### src/rtl/wildcard_decoder_if.sv
// Bus bundle for wildcard_decoder: table programming, input/output handshakes
// and the event counters. Clock and reset stay outside as plain ports.
interface wildcard_decoder_if #(
  parameter int IN_W    = 3,
  parameter int OUT_W   = 2,
  parameter int ENTRIES = 4,
  parameter int CNT_W   = 8
) ();
  localparam int IDX_W = (ENTRIES > 1) ? $clog2(ENTRIES) : 1;

  logic             cfg_we;
  logic [IDX_W-1:0] cfg_idx;
  logic [IN_W-1:0]  cfg_value;
  logic [IN_W-1:0]  cfg_care;
  logic [OUT_W-1:0] cfg_code;
  logic             cfg_en;

  logic             in_valid;
  logic             in_ready;
  logic [IN_W-1:0]  in_data;
  logic [OUT_W-1:0] default_code;

  logic             out_valid;
  logic             out_ready;
  logic [OUT_W-1:0] out_code;
  logic [IDX_W-1:0] out_idx;
  logic             out_hit;
  logic             out_multi;

  logic [CNT_W-1:0] miss_cnt;
  logic [CNT_W-1:0] multi_cnt;
  logic             clr_cnt;

  modport master (
    output cfg_we, cfg_idx, cfg_value, cfg_care, cfg_code, cfg_en,
    output in_valid, in_data, default_code, out_ready, clr_cnt,
    input  in_ready, out_valid, out_code, out_idx, out_hit, out_multi,
    input  miss_cnt, multi_cnt
  );

  modport slave (
    input  cfg_we, cfg_idx, cfg_value, cfg_care, cfg_code, cfg_en,
    input  in_valid, in_data, default_code, out_ready, clr_cnt,
    output in_ready, out_valid, out_code, out_idx, out_hit, out_multi,
    output miss_cnt, multi_cnt
  );
endinterface

### src/rtl/wildcard_decoder.sv
// Programmable ternary-pattern opcode decoder with a one-deep registered result
// stage, lowest-index match selection and saturating miss/multi-match counters.
module wildcard_decoder #(
  parameter int IN_W          = 3,
  parameter int OUT_W         = 2,
  parameter int ENTRIES       = 4,
  parameter int PRIORITY_MODE = 0,
  parameter int CNT_W         = 8
) (
  input logic               clk,
  input logic               rst_n,
  wildcard_decoder_if.slave bus
);
  localparam int IDX_W = (ENTRIES > 1) ? $clog2(ENTRIES) : 1;

  logic [ENTRIES-1:0] tbl_en;
  logic [IN_W-1:0]    tbl_value [ENTRIES];
  logic [IN_W-1:0]    tbl_care  [ENTRIES];
  logic [OUT_W-1:0]   tbl_code  [ENTRIES];

  logic [ENTRIES-1:0] match_vec;
  logic               hit;
  logic               multi_raw;
  logic               multi;
  logic [IDX_W-1:0]   win_idx;
  logic [OUT_W-1:0]   win_code;

  logic               in_ready;
  logic               accept;

  logic               out_valid_q;
  logic [OUT_W-1:0]   out_code_q;
  logic [IDX_W-1:0]   out_idx_q;
  logic               out_hit_q;
  logic               out_multi_q;
  logic [CNT_W-1:0]   miss_cnt_q;
  logic [CNT_W-1:0]   multi_cnt_q;

  // An out-of-range cfg_idx never equals any loop index, so it writes nothing.
  always_ff @(posedge clk or negedge rst_n) begin
    if (!rst_n) begin
      for (int i = 0; i < ENTRIES; i++) begin
        tbl_en[i]    <= 1'b0;
        tbl_value[i] <= '0;
        tbl_care[i]  <= '0;
        tbl_code[i]  <= '0;
      end
    end else begin
      for (int i = 0; i < ENTRIES; i++) begin
        if (bus.cfg_we && (bus.cfg_idx == IDX_W'(i))) begin
          tbl_en[i]    <= bus.cfg_en;
          tbl_value[i] <= bus.cfg_value;
          tbl_care[i]  <= bus.cfg_care;
          tbl_code[i]  <= bus.cfg_code;
        end
      end
    end
  end

  always_comb begin
    match_vec = '0;
    for (int i = 0; i < ENTRIES; i++) begin
      match_vec[i] = tbl_en[i] &&
                     (((bus.in_data ^ tbl_value[i]) & tbl_care[i]) == '0);
    end
  end

  // Scanning downward lets the lowest matching index win.
  always_comb begin
    hit      = 1'b0;
    win_idx  = '0;
    win_code = '0;
    for (int i = ENTRIES - 1; i >= 0; i--) begin
      if (match_vec[i]) begin
        hit      = 1'b1;
        win_idx  = IDX_W'(i);
        win_code = tbl_code[i];
      end
    end
  end

  always_comb begin
    logic seen;
    seen      = 1'b0;
    multi_raw = 1'b0;
    for (int i = 0; i < ENTRIES; i++) begin
      if (match_vec[i]) begin
        if (seen) begin
          multi_raw = 1'b1;
        end
        seen = 1'b1;
      end
    end
  end

  assign multi    = (PRIORITY_MODE == 0) ? multi_raw : 1'b0;
  assign in_ready = !out_valid_q || bus.out_ready;
  assign accept   = bus.in_valid && in_ready;

  // Result stage: load on accept, drop valid once consumed, otherwise hold.
  always_ff @(posedge clk or negedge rst_n) begin
    if (!rst_n) begin
      out_valid_q <= 1'b0;
      out_code_q  <= '0;
      out_idx_q   <= '0;
      out_hit_q   <= 1'b0;
      out_multi_q <= 1'b0;
    end else if (accept) begin
      out_valid_q <= 1'b1;
      out_code_q  <= hit ? win_code : bus.default_code;
      out_idx_q   <= hit ? win_idx : '0;
      out_hit_q   <= hit;
      out_multi_q <= multi;
    end else if (bus.out_ready) begin
      out_valid_q <= 1'b0;
    end
  end

  // Clear wins over any increment from a same-cycle accept.
  always_ff @(posedge clk or negedge rst_n) begin
    if (!rst_n) begin
      miss_cnt_q  <= '0;
      multi_cnt_q <= '0;
    end else if (bus.clr_cnt) begin
      miss_cnt_q  <= '0;
      multi_cnt_q <= '0;
    end else if (accept) begin
      if (!hit && (miss_cnt_q != '1)) begin
        miss_cnt_q <= miss_cnt_q + CNT_W'(1);
      end
      if (multi && (multi_cnt_q != '1)) begin
        multi_cnt_q <= multi_cnt_q + CNT_W'(1);
      end
    end
  end

  assign bus.in_ready  = in_ready;
  assign bus.out_valid = out_valid_q;
  assign bus.out_code  = out_code_q;
  assign bus.out_idx   = out_idx_q;
  assign bus.out_hit   = out_hit_q;
  assign bus.out_multi = out_multi_q;
  assign bus.miss_cnt  = miss_cnt_q;
  assign bus.multi_cnt = multi_cnt_q;
endmodule

### src/flat_wrapper.sv
// flat-port wrapper written by rule: the top's interface ports become plain ports
module wildcard_decoder_flat 
#(
  parameter int IN_W          = 3,
  parameter int OUT_W         = 2,
  parameter int ENTRIES       = 4,
  parameter int PRIORITY_MODE = 0,
  parameter int CNT_W         = 8
)
  (clk, rst_n, bus_cfg_we, bus_cfg_idx, bus_cfg_value, bus_cfg_care, bus_cfg_code, bus_cfg_en, bus_in_valid, bus_in_data, bus_default_code, bus_out_ready, bus_clr_cnt, bus_in_ready, bus_out_valid, bus_out_code, bus_out_idx, bus_out_hit, bus_out_multi, bus_miss_cnt, bus_multi_cnt);
  wildcard_decoder_if #(.IN_W(IN_W), .OUT_W(OUT_W), .ENTRIES(ENTRIES), .CNT_W(CNT_W)) bus_i ();
  input logic clk;
  input logic rst_n;
  input wire logic [$bits(bus_i.cfg_we)-1:0] bus_cfg_we;
  input wire logic [$bits(bus_i.cfg_idx)-1:0] bus_cfg_idx;
  input wire logic [$bits(bus_i.cfg_value)-1:0] bus_cfg_value;
  input wire logic [$bits(bus_i.cfg_care)-1:0] bus_cfg_care;
  input wire logic [$bits(bus_i.cfg_code)-1:0] bus_cfg_code;
  input wire logic [$bits(bus_i.cfg_en)-1:0] bus_cfg_en;
  input wire logic [$bits(bus_i.in_valid)-1:0] bus_in_valid;
  input wire logic [$bits(bus_i.in_data)-1:0] bus_in_data;
  input wire logic [$bits(bus_i.default_code)-1:0] bus_default_code;
  input wire logic [$bits(bus_i.out_ready)-1:0] bus_out_ready;
  input wire logic [$bits(bus_i.clr_cnt)-1:0] bus_clr_cnt;
  output wire logic [$bits(bus_i.in_ready)-1:0] bus_in_ready;
  output wire logic [$bits(bus_i.out_valid)-1:0] bus_out_valid;
  output wire logic [$bits(bus_i.out_code)-1:0] bus_out_code;
  output wire logic [$bits(bus_i.out_idx)-1:0] bus_out_idx;
  output wire logic [$bits(bus_i.out_hit)-1:0] bus_out_hit;
  output wire logic [$bits(bus_i.out_multi)-1:0] bus_out_multi;
  output wire logic [$bits(bus_i.miss_cnt)-1:0] bus_miss_cnt;
  output wire logic [$bits(bus_i.multi_cnt)-1:0] bus_multi_cnt;
  assign bus_i.cfg_we = bus_cfg_we;
  assign bus_i.cfg_idx = bus_cfg_idx;
  assign bus_i.cfg_value = bus_cfg_value;
  assign bus_i.cfg_care = bus_cfg_care;
  assign bus_i.cfg_code = bus_cfg_code;
  assign bus_i.cfg_en = bus_cfg_en;
  assign bus_i.in_valid = bus_in_valid;
  assign bus_i.in_data = bus_in_data;
  assign bus_i.default_code = bus_default_code;
  assign bus_i.out_ready = bus_out_ready;
  assign bus_i.clr_cnt = bus_clr_cnt;
  assign bus_in_ready = bus_i.in_ready;
  assign bus_out_valid = bus_i.out_valid;
  assign bus_out_code = bus_i.out_code;
  assign bus_out_idx = bus_i.out_idx;
  assign bus_out_hit = bus_i.out_hit;
  assign bus_out_multi = bus_i.out_multi;
  assign bus_miss_cnt = bus_i.miss_cnt;
  assign bus_multi_cnt = bus_i.multi_cnt;
  wildcard_decoder #(.IN_W(IN_W), .OUT_W(OUT_W), .ENTRIES(ENTRIES), .PRIORITY_MODE(PRIORITY_MODE), .CNT_W(CNT_W)) u_core (.clk(clk), .rst_n(rst_n), .bus(bus_i));
endmodule
### config.mk
export PLATFORM = sky130hd
export DESIGN_NAME = wildcard_decoder_flat
export DESIGN_NICKNAME = d
export VERILOG_FILES = /design/src/rtl/wildcard_decoder_if.sv /design/src/rtl/wildcard_decoder.sv /design/src/flat_wrapper.sv
export SDC_FILE = /design/constraint.sdc
export NUM_CORES = 1
export LEC_CHECK = 0
export CAP_MARGIN = 5
export CELL_PAD_IN_SITES_DETAIL_PLACEMENT = 0
export CELL_PAD_IN_SITES_GLOBAL_PLACEMENT = 1
export CORE_ASPECT_RATIO = 0.8
export CORE_MARGIN = 2
export CORE_UTILIZATION = 42
export DETAILED_ROUTE_END_ITERATION = 7
export GPL_TIMING_DRIVEN = 0
export PLACE_DENSITY_LB_ADDON = 0.1
export REMOVE_ABC_BUFFERS = 1
export SYNTH_ARGS = -nofsm -noshare
export SYNTH_HDL_FRONTEND = slang
export SYNTH_SLANG_ARGS = --single-unit
### constraint.sdc
create_clock -name clk -period 2.2 [get_ports clk]
set_input_delay 0.44 -clock clk [delete_from_list [all_inputs] [get_ports clk]]
set_output_delay 0.44 -clock clk [all_outputs]
set_load 0.01 [all_outputs]
# After elaboration in Yosys (flattened, before gate mapping)
# Cells that the tools add are included.
# Widths: inputs -> output; s select.
dict set report word_totals {
  memories 0
  reg_bits 59
  ram_bits 0
  output_inout_bits 24
  in_bits 22
  romBits 0
  latch_bits 0
}
dict set report op_classes {
  n_div 0
  mul 0
  n_lt_le_gt_ge 0
  shift 0
  reduce_logical 25
  n_addsub 2
  eq_ne 5
  mux 31
  bitwise 8
}
# op count
set op_table {}
lappend op_table {{$mux 8} 6}
lappend op_table {{$mux 2} 10}
lappend op_table {{$add 8x1->8 const B} 2}
lappend op_table {{$ne 8x8->1 const B} 2}
lappend op_table {{$mux 1} 15}
lappend op_table {{$and 3x3->3} 4}
lappend op_table {{$logic_not 3->1} 4}
lappend op_table {{$xor 3x3->3} 4}
lappend op_table {{$logic_and 1x1->1} 11}
lappend op_table {{$reduce_bool 2->1} 4}
lappend op_table {{$eq 2x2->1 const B} 2}
lappend op_table {{$reduce_and 2->1} 2}
lappend op_table {{$eq 2x1->1 const B} 1}
lappend op_table {{$logic_not 1->1} 2}
lappend op_table {{$logic_not 2->1} 1}
lappend op_table {{$logic_or 1x1->1} 1}

# Depth between registers and ports, before layout
# Gate-level depths: netlist of run 1.
dict set report logic_depth {
  word_depth 15
  depth_mapped 9
  depth_no_buf 8
}

# Worst setup path after synthesis of run 1
# Ideal clock, no wire load.
dict set report synth_path {
  path_type {input-to-reg}
  start {input bus_in_data[2]}
  end {register u_core.multi_cnt_q[3] (netlist: u_core.bus.multi_cnt[3])}
  setup_ns 0.078
  path_stages 8
  arrival_ns 1.850
  slack_ns 0.271
  required_time_ns 2.122
  path_cell_list {xor2_1 > a22oi_2 > nand3_4 > o211ai_2 > nand4_2 > buf_6 > or3_1 > a21oi_1}
}
dict set report synth_between {
  elab_chain_cells 14
}
# item line_no
set synth_lines {}
lappend synth_lines {{start: declaration} flat_wrapper.sv:21} ;# input wire logic [$bits(bus_i.in_data)-1:0] bus_in_data;
lappend synth_lines {{$xor 3x3->3} wildcard_decoder.sv:64} ;# (((bus.in_data ^ tbl_value[i]) & tbl_care[i]) == '0);
lappend synth_lines {{$and 3x3->3} wildcard_decoder.sv:64}
lappend synth_lines {{$logic_not 3->1} wildcard_decoder.sv:64}
lappend synth_lines {{$logic_and 1x1->1} wildcard_decoder.sv:63} ;# match_vec[i] = tbl_en[i] &&
lappend synth_lines {{$mux 1} wildcard_decoder.sv:87} ;# if (match_vec[i]) begin
lappend synth_lines {{$mux 1} wildcard_decoder.sv:88} ;# if (seen) begin
lappend synth_lines {{$mux 1} wildcard_decoder.sv:87}
lappend synth_lines {{$mux 1} wildcard_decoder.sv:88}
lappend synth_lines {{$mux 1} wildcard_decoder.sv:87}
lappend synth_lines {{$mux 1} wildcard_decoder.sv:88}
lappend synth_lines {{$mux 1 *} wildcard_decoder.sv:87}
lappend synth_lines {{$logic_and 1x1->1 *} wildcard_decoder.sv:131} ;# if (multi && (multi_cnt_q != '1)) begin
lappend synth_lines {{$reduce_bool 2->1 (no line) *} -}
lappend synth_lines {{$reduce_and 2->1 (no line) *} -}
lappend synth_lines {{end signal: assignment} wildcard_decoder.sv:132} ;# multi_cnt_q <= multi_cnt_q + CNT_W'(1);
lappend synth_lines {{end: declaration} wildcard_decoder.sv:37} ;# logic [CNT_W-1:0] multi_cnt_q;
# Mark *: on every way between the ends. The rest lies on a longest branch, timed or not.
# A chain may end at the register's enable or synchronous reset.

# Final worst setup path of run 1
dict set report layout_path {
  start {input bus_in_data[2]}
  end {register u_core.multi_cnt_q[7] (netlist: u_core.bus.multi_cnt[7])}
}
# The elaborated chain is that of the path after synthesis.

==> flow_summary.ini, run 1 <==
[critical_path]
critical_path_class = primary input to register
crit_path_end_kind = register
crit_path_start_kind = primary input
cp-startpoint = bus_in_data[2]
regToRegSetupSlack_ns = 0.15
crit_chain = dlygate4sd2_1 -> xor2_1 -> a22oi_2 -> nand3_4 -> o211ai_2 -> nand4_4 -> or4_1 -> a21oi_1
path_buf_inv = 1
crit_arrival_ns = 2.35
cp_slowest_stage_delay_ns = 0.50
critical_path.slowest_cell = or4_1
path_delay_family = simple AND/OR/NAND/NOR gates
critical_path_required_ns = 2.45
r2r_start = u_core.tbl_value[11]$_DFFE_PN0P_
cp_max_fo = 9

[timing]
slew_headroom_pct = 39.0
fin_crit_sh_pct = 95.5
setup_viol = 0
fin_setup_tns_ns = 0
hold_viol_final = 0
holdWs_ns = 0.0720
worst_slack_ns = 0.100
fin_crit_ns = 2.10
slew_viol_final = 0
fmax_mhz = 476
worst_slew_pin_slew_ns = 0.910
clock_skew_ns = 0.00641
rsz0062_at_grt = no

[finish]
final_cells = 398
nets = 333
drive_above_1_share_pct = 26.1
area.growth.synth_to_final_pct = 30.5
utilization_pct = 57.3
final_cell_area_um2 = 3690
insertedDiodeCount = 0
fillers = 587

[logic_synthesis]
synth.most_common_cell = dfrtp_1
synth_edf_count = 0
synthTopCellsByCount = 59 x dfrtp_1, 38 x mux2_2, 22 x nor2_1
async_flop_share_pct = 100
synthCells = 246
synthTopCellsByArea = dfrtp_1 52%, mux2_2 15%, xor2_1 5.3%
synth_area_per_cell_um2 = 11.5
synth_top_area_cell = dfrtp_1
ys_types = 36
synth_seq_cells = 59
synth_area_um2 = 2830
synth-seq-area-share_pct = 52.2
synth_top_area_share_pct = 52.2
synth-main-ff-cell = dfrtp_1
ys_warn_count = 0

[place]
placed_area_um2 = 3370
pre_cts_ws_ns = -0.905
dp_cells = 370
io_buffers = 45
gp_congestion = 0.703
post-dp-hpwl_um = 4020

[power]
irDropWorstVdd_mv = 0.476
fin_total_pwr_mw = 3.14
power_density_nw_per_um2 = 850
combPwrFrac_pct = 25.4
p_sw_share_pct = 29.0
clockPowerShare_pct = 30.9
switchingPower_mw = 0.909
power.leakage_nw = 1.60
p_int_mw = 2.23
seqPwrFrac_pct = 43.7

[drt]
drc = 0
routed-via-count = 2030
drtAntennaViolNets = 0
dr.pass1.iters = 4
routedWlPerCell_um = 15.1
drt_iter0_markers = 113
drt_wl_total_um = 6030
viasPerCell = 5.10

[global_route]
use_met2_pct = 25.1
grt_most_used_layer = met1
antenna_found_initial = 0
grt_util_all_layers_pct = 18.5
grt_pass1_wl_um = 10400
grt_overflow_total = 0
grtUsageMet1_pct = 27.7
grt_pass1_vias = 2016
grt_start_max_net_pins = 40
use_met3_pct = 5.92

[job]
drv_cap = 0

[clocking]
cts_root_buf = clkbuf_8
clkSinkCount = 59
cts_buffers = 9
clock_latency_ns = 0.34
cts.clk_slew.worst_paths_ns = 0.07
cts_buffer_depth = 2
cts_tree = built
htree_levels = 3
cts_hold_buf = 0

[status]
status = finished, final reports clean

[hold_path]
hp-class = primary input to asynchronous set/reset pin

[die]
core-area_um2 = 6440
dieArea_um2 = 7410
die_h_um = 77.4
dieWidth_um = 95.7
start_util_pct = 43.9
std_cell_rows = 26
ios = 46
==> metal layers <==
metal | wire (um) | part of all wire [%]
met4 | 97 | 1.6
met5 | 0 | 0
met1 | 3140 | 52
met2 | 2440 | 40
met3 | 353 | 5.9
==> final cells by class <==
cell class	count	area (um^2)	share of cell area [%]
sequential	59	1480	40.0
multi-input combinational	175	1340	36.3
timing repair buffer	58	552	15.0
clock buffer	11	141	3.83
tap	84	105	2.85
clock inverter	5	52.6	1.42
inverter	6	22.5	0.610
==> power by group through the flow <==
stage                     logic, mW  registers, mW  clock network [mW]
after global placement        0.688           1.38                   0
after floorplan               0.405           1.39                   0
final                         0.797           1.37               0.969
after global routing          0.885           1.39                1.06
after detailed placement      0.706           1.38                   0
after CTS                     0.787           1.37                1.00
==> path summary, 6_finish.rpt <==
path,end,depth (start not counted)
min in group clk,u_core.bus.out_idx[1]$_DFFE_PN0P_,1
max in group asynchronous,u_core.tbl_value[4]$_DFFE_PN0P_,2
min,u_core.tbl_code[1]$_DFFE_PN0P_,1
max reg2reg,u_core.bus.multi_cnt[7]$_DFFE_PN0P_,7
max,u_core.bus.multi_cnt[7]$_DFFE_PN0P_,8
min reg2reg,u_core.bus.out_idx[1]$_DFFE_PN0P_,1
==> cell families (layout without fill, tap and decap cells) <==
family                     Yosys count  after routing  share of synthesized area [%]
adders and majority gates            3              3                           1.24
buffers and inverters               12             80                           2.12
and+or+nand+nor                     85             85                           16.0
muxes                               42             42                           16.5
xor gates and xnor gates            17             17                           5.27
AOI/OAI and AO/OA                   28             28                           6.59
DFF                                 59             59                           52.2
==> placed cells by master, fill, tap and decap left out, drive strengths merged, types with 10 or more instances in the layout <==
master	n
nand3	17
mux2	38
clkbuf	11
xor2	17
nor2	22
buf	14
o21ai	10
nand2	21
dfrtp	59
clkdlybuf4s50	41
==> state kept, by name, summed over array words and instances, names as in the netlist <==
signal	cells
u_core.bus.miss_cnt	8
u_core.bus.out_code	2
u_core.bus.multi_cnt	8
u_core.tbl_value	12
u_core.tbl_code	8
u_core.tbl_en	4
u_core.bus.out_valid	1
u_core.bus.out_hit	1
u_core.bus.out_multi	1
u_core.tbl_care	12
u_core.bus.out_idx	2
==> worst register-to-register path: stages (launching register included) <==
cell	delay, ns
dfrtp_1	0.41
xor2_2	0.16
a22oi_2	0.20
nand3_2	0.16
o211ai_2	0.23
nand4_4	0.15
or4_1	0.50
a21oi_1	0.16
==> what timing repair did <==
action / CTS / global route
pin swaps: 5 / 3
gates resized for setup: 8 / 3
setup endpoints to repair: 13 / 6
buffers inserted: 10 / 2
hold endpoints to repair: 0 / 0
No activity file was read; power rests on OpenSTA's default activity.
==> run 2: changes to the inputs <==
CORE_MARGIN = 1.5   (was 2)
==> flow_summary.ini, run 2 (synthesis results as in run 1) <==
[timing]
slew_viol_final = 0
rsz0062_at_grt = no
fmax_mhz = 475
hold_viol_final = 0
fin_crit_sh_pct = 95.7
fin_crit_ns = 2.11
worst_slack_ns = 0.0942
worst_slew_pin_slew_ns = 0.933
setup_viol = 0
clock_skew_ns = 0.00675
slew_headroom_pct = 37.5

[status]
status = finished, final reports clean

[place]
pre_cts_ws_ns = -0.878
io_buffers = 45
post-dp-hpwl_um = 4060
gp_congestion = 0.738
placed_area_um2 = 3370

[finish]
utilization_pct = 56.4
final_cell_mix = 59 x dfrtp_1, 41 x clkdlybuf4s50_1, 38 x mux2_2
insertedDiodeCount = 0
nets = 332
drive_above_1_share_pct = 25.2
layout_commonest_cell = dfrtp_1
largestRegisters = u_core.tbl_care x12, u_core.tbl_value x12
final_cell_area_um2 = 3640
area.growth.synth_to_final_pct = 28.6

[global_route]
grt_pass1_vias = 2088
grt_pass1_wl_um = 10300
grt_overflow_total = 0
grt_start_max_net_pins = 32
grt_util_all_layers_pct = 18.8
antenna_found_initial = 0

[power]
power_density_nw_per_um2 = 815
power.leakage_nw = 1.59
irDropWorstVdd_mv = 0.364
fin_total_pwr_mw = 2.96

[die]
die_h_um = 76.4
core-area_um2 = 6440
start_util_pct = 43.9
dieWidth_um = 94.7
std_cell_rows = 26
ios = 46
dieArea_um2 = 7240

[critical_path]
crit_path_end_kind = register
cp_max_fo = 10
crit_arrival_ns = 2.38
critical_path_required_ns = 2.47
r2r_cells = 8
crit_path_start_kind = primary input
r2r_start = u_core.tbl_value[4]$_DFFE_PN0P_
critical_path_class = primary input to register
regToRegSetupSlack_ns = 0.14
r2r_end = u_core.bus.multi_cnt[4]$_DFFE_PN0P_

[job]
drv_cap = 0

[drt]
viasPerCell = 5.12
drc = 0
routedWlPerCell_um = 15.0
drt_wl_total_um = 5940
dr.pass1.iters = 4
routed-via-count = 2034
drt_iter0_markers = 121
drtAntennaViolNets = 0

[clocking]
cts_buffers = 9
cts.clk_slew.worst_paths_ns = 0.06
cts_hold_buf = 0
cts_root_buf = clkbuf_8
cts_buffer_depth = 2
clock_latency_ns = 0.33
htree_levels = 3
clkSinkCount = 59
cts_tree = built

[hold_path]
hp-class = primary input to asynchronous set/reset pin
run 2: layout make-up:
| cell class | instances | area, um^2 |
|---|---|---|
| fillers | 573 | 2810 |
| flip-flops and latches | 59 | 1480 |
| multi-input cells | 175 | 1330 |
| repair buffers | 57 | 544 |
| clock buffers | 10 | 128 |
| well taps | 84 | 105 |
| clock inverters | 6 | 32.5 |
| inverters | 6 | 22.5 |
run 2: report_power, final:
group	leakage [nW]	switching [mW]	internal, mW	total [mW]
clock	0.0856	0.414	0.398	0.812
combinational	0.768	0.374	0.413	0.786
sequential	0.732	0.106	1.26	1.37
total	1.59	0.894	2.07	2.96
run 2: worst max path at each step:
stage / endpoint / from
2_1_floorplan: u_core.bus.multi_cnt[5]$_DFFE_PN0P_ / bus_in_data[2]
3_3_place_gp: u_core.bus.multi_cnt[3]$_DFFE_PN0P_ / rst_n
3_5_place_dp: u_core.bus.multi_cnt[5]$_DFFE_PN0P_ / bus_in_data[2]
4_1_cts: u_core.bus.multi_cnt[4]$_DFFE_PN0P_ / bus_out_ready
5_1_grt: u_core.bus.miss_cnt[7]$_DFFE_PN0P_ / bus_in_data[2]
6_report: u_core.bus.multi_cnt[4]$_DFFE_PN0P_ / bus_in_data[2]
run 2: repair_timing:
| action | CTS | global route |
|---|---|---|
| setup endpoints to repair | 13 | 5 |
| buffers inserted | 11 | 0 |
| gates resized for setup | 8 | 1 |
| pin swaps | 6 | 0 |
run 2: per-stage QoR:
stage	hold WS, ns	cells	setup TNS, ns
finish	0.156	397	0
detailed placement	0.471	370	-11.08
floorplan	0.144	240	0
global route	0.197	397	0
CTS	0.165	397	0
global placement	0.477	369	-91.62
run 2: per-layer routing:
metal	track usage, %	up-vias	part of all wire (%)
met5	0	-	0
met4	5.82	0	0.67
met3	5.39	4	4.2
met2	27.0	41	42
met1	27.2	988	53
li1	-	1001	-
run 2: worst max-delay path: stages:
cell and delay, ns:
dlygate4sd2_1 0.29, xor2_1 0.20, a22oi_2 0.24, nand3_4 0.17, o211ai_2 0.22, nand4_4 0.11
buf_4 0.16, or4_1 0.46, nand2_1 0.07
==> run 3: changes to the inputs <==
REMOVE_ABC_BUFFERS = default   (was 1)
SETUP_SLACK_MARGIN = 0.4   (was default)
==> flow_summary.ini, run 3 (synthesis results as in run 1) <==
[die]
std_cell_rows = 26
dieArea_um2 = 7240
dieWidth_um = 94.7
start_util_pct = 43.9
die_h_um = 76.4
ios = 46
core-area_um2 = 6440

[timing]
fin_crit_ns = 1.98
setup_viol = 0
rsz0062_at_grt = yes
slew_headroom_pct = 60.8
hold_viol_final = 0
holdWs_ns = 0.0728
slew_viol_final = 0
fmax_mhz = 506
fin_crit_sh_pct = 89.8
clock_skew_ns = 0.00746
worst_slew_pin_slew_ns = 0.587

[finish]
nets = 340
layout_commonest_cell = dfrtp_1
drive_above_1_share_pct = 31.2
fillers = 557
area.growth.synth_to_final_pct = 35.1
final_cell_mix = 57 x dfrtp_1, 37 x mux2_2, 37 x clkdlybuf4s50_1
insertedDiodeCount = 0
utilization_pct = 59.3
largestRegisters = u_core.tbl_care x12, u_core.tbl_value x12

[critical_path]
crit_arrival_ns = 2.23
cp_max_fo = 9
crit_path_start_kind = primary input
critical_path_required_ns = 2.46
critical_path_class = primary input to register
crit_path_end_kind = register

[power]
clockPowerShare_pct = 33.5
p_sw_share_pct = 28.6
power.leakage_nw = 1.68
power_density_nw_per_um2 = 867
irDropWorstVdd_mv = 0.442
switchingPower_mw = 0.947
p_int_mw = 2.37
combPwrFrac_pct = 25.1
seqPwrFrac_pct = 41.4

[hold_path]
hp-class = primary input to asynchronous set/reset pin

[drt]
drtAntennaViolNets = 0
routedWlPerCell_um = 15.4
viasPerCell = 5.25
drt_wl_total_um = 6230
dr.pass1.iters = 4
drc = 0
drt_iter0_markers = 66
routed-via-count = 2127

[global_route]
antenna_found_initial = 0
grt_pass1_wl_um = 10400
grt_start_max_net_pins = 40
grt_util_all_layers_pct = 19.0
grt_pass1_vias = 2034
grt_overflow_total = 0

[clocking]
cts_root_buf = clkbuf_8
htree_levels = 3
cts_hold_buf = 0
cts_buffer_depth = 2
cts_buffers = 9
cts.clk_slew.worst_paths_ns = 0.07
clkSinkCount = 59
cts_tree = built
clock_latency_ns = 0.34

[status]
status = finished, final reports clean

[logic_synthesis]
syn_nets = 270

[place]
io_buffers = 44
post-dp-hpwl_um = 4150
gp_congestion = 0.700

[job]
drv_cap = 0
## run 3: changes by cell type in the layout (fill, tap and decap cells not counted), sizes merged
cell           previous run  this run
bufinv                    0         2
clkinv                    5         2
clkinvlp                  1         2
dlymetal6s2s              0         2
clkbuf                   10        14
clkdlybuf4s50            41        37
dlygate4sd2               3         0
buf                      13        19
clkdlybuf4s15             0         3
## run 3: metal layers
metal	vias to the layer above	GRT usage (%)	part of all wire, %
li1	1011	-	-
met1	1054	27.6	49
met2	54	27.4	44
met3	8	6.09	5.7
met4	0	4.48	0.92
met5	-	0	0
## run 3: repair_timing
| action | CTS | global route |
|---|---|---|
| buffers inserted | 10 | 4 |
| pin swaps | 9 | 9 |
| hold endpoints to repair | 0 | 0 |
| resized for setup | 21 | 12 |
| setup endpoints to repair | 34 | 23 |
## run 3: worst paths after layout
kind / start / end / slack (ns) / cells past startpoint
min in group clk: u_core.bus.out_idx[1]$_DFFE_PN0P_ / u_core.bus.out_idx[1]$_DFFE_PN0P_ / 0.48 / 1
min reg2reg: u_core.bus.out_idx[1]$_DFFE_PN0P_ / u_core.bus.out_idx[1]$_DFFE_PN0P_ / 0.48 / 1
min: rst_n / u_core.tbl_value[0]$_DFFE_PN0P_ / 0.07 / 1
max in group asynchronous: rst_n / u_core.bus.multi_cnt[2]$_DFFE_PN0P_ / 1.53 / 2
max reg2reg: u_core.tbl_value[4]$_DFFE_PN0P_ / u_core.bus.miss_cnt[7]$_DFFE_PN0P_ / 0.24 / 7
max: bus_out_ready / u_core.bus.multi_cnt[5]$_DFFE_PN0P_ / 0.22 / 7
## run 3: final cells by class
cell class                      count  area, um^2  area share (%)
Tap cell                           84         105            2.75
Timing Repair Buffer               59         568            14.9
Buffer                              6        38.8            1.02
Sequential cell                    59        1480            38.7
Multi-Input combinational cell    175        1380            36.1
Clock buffer                       10         138            3.60
Clock inverter                      6        88.8            2.33
Inverter                            6        22.5           0.590
## run 3: critical path, stage by stage
cell	delay (ns)
clkdlybuf4s50_1	0.45
nand2b_1	0.17
nand2_2	0.17
nor2_1	0.22
nand4_4	0.14
or4_1	0.48
a21oi_1	0.14
## run 3: metrics by stage
step / TNS (ns) / setup WS [ns] / area, um^2 / cells / total power, mW
floorplan: 0 / 0.318 / 2840 / 246 / 1.82
global route: 0 / 0.137 / 3820 / 405 / 3.48
detailed placement: -8.77 / -0.610 / 3400 / 375 / 2.11
finish: 0 / 0.225 / 3820 / 405 / 3.31
CTS: 0 / 0.216 / 3750 / 401 / 3.31
global placement: -86.61 / -1.33 / 3390 / 374 / 2.09
## run 3: power groups by stage
stage | Combinational (mW) | Sequential (mW) | Clock [mW]
6_report | 0.831 | 1.37 | 1.11
5_1_grt | 0.911 | 1.39 | 1.18
4_1_cts | 0.814 | 1.37 | 1.13
3_5_place_dp | 0.725 | 1.38 | 0
3_3_place_gp | 0.709 | 1.38 | 0
2_1_floorplan | 0.431 | 1.39 | 0
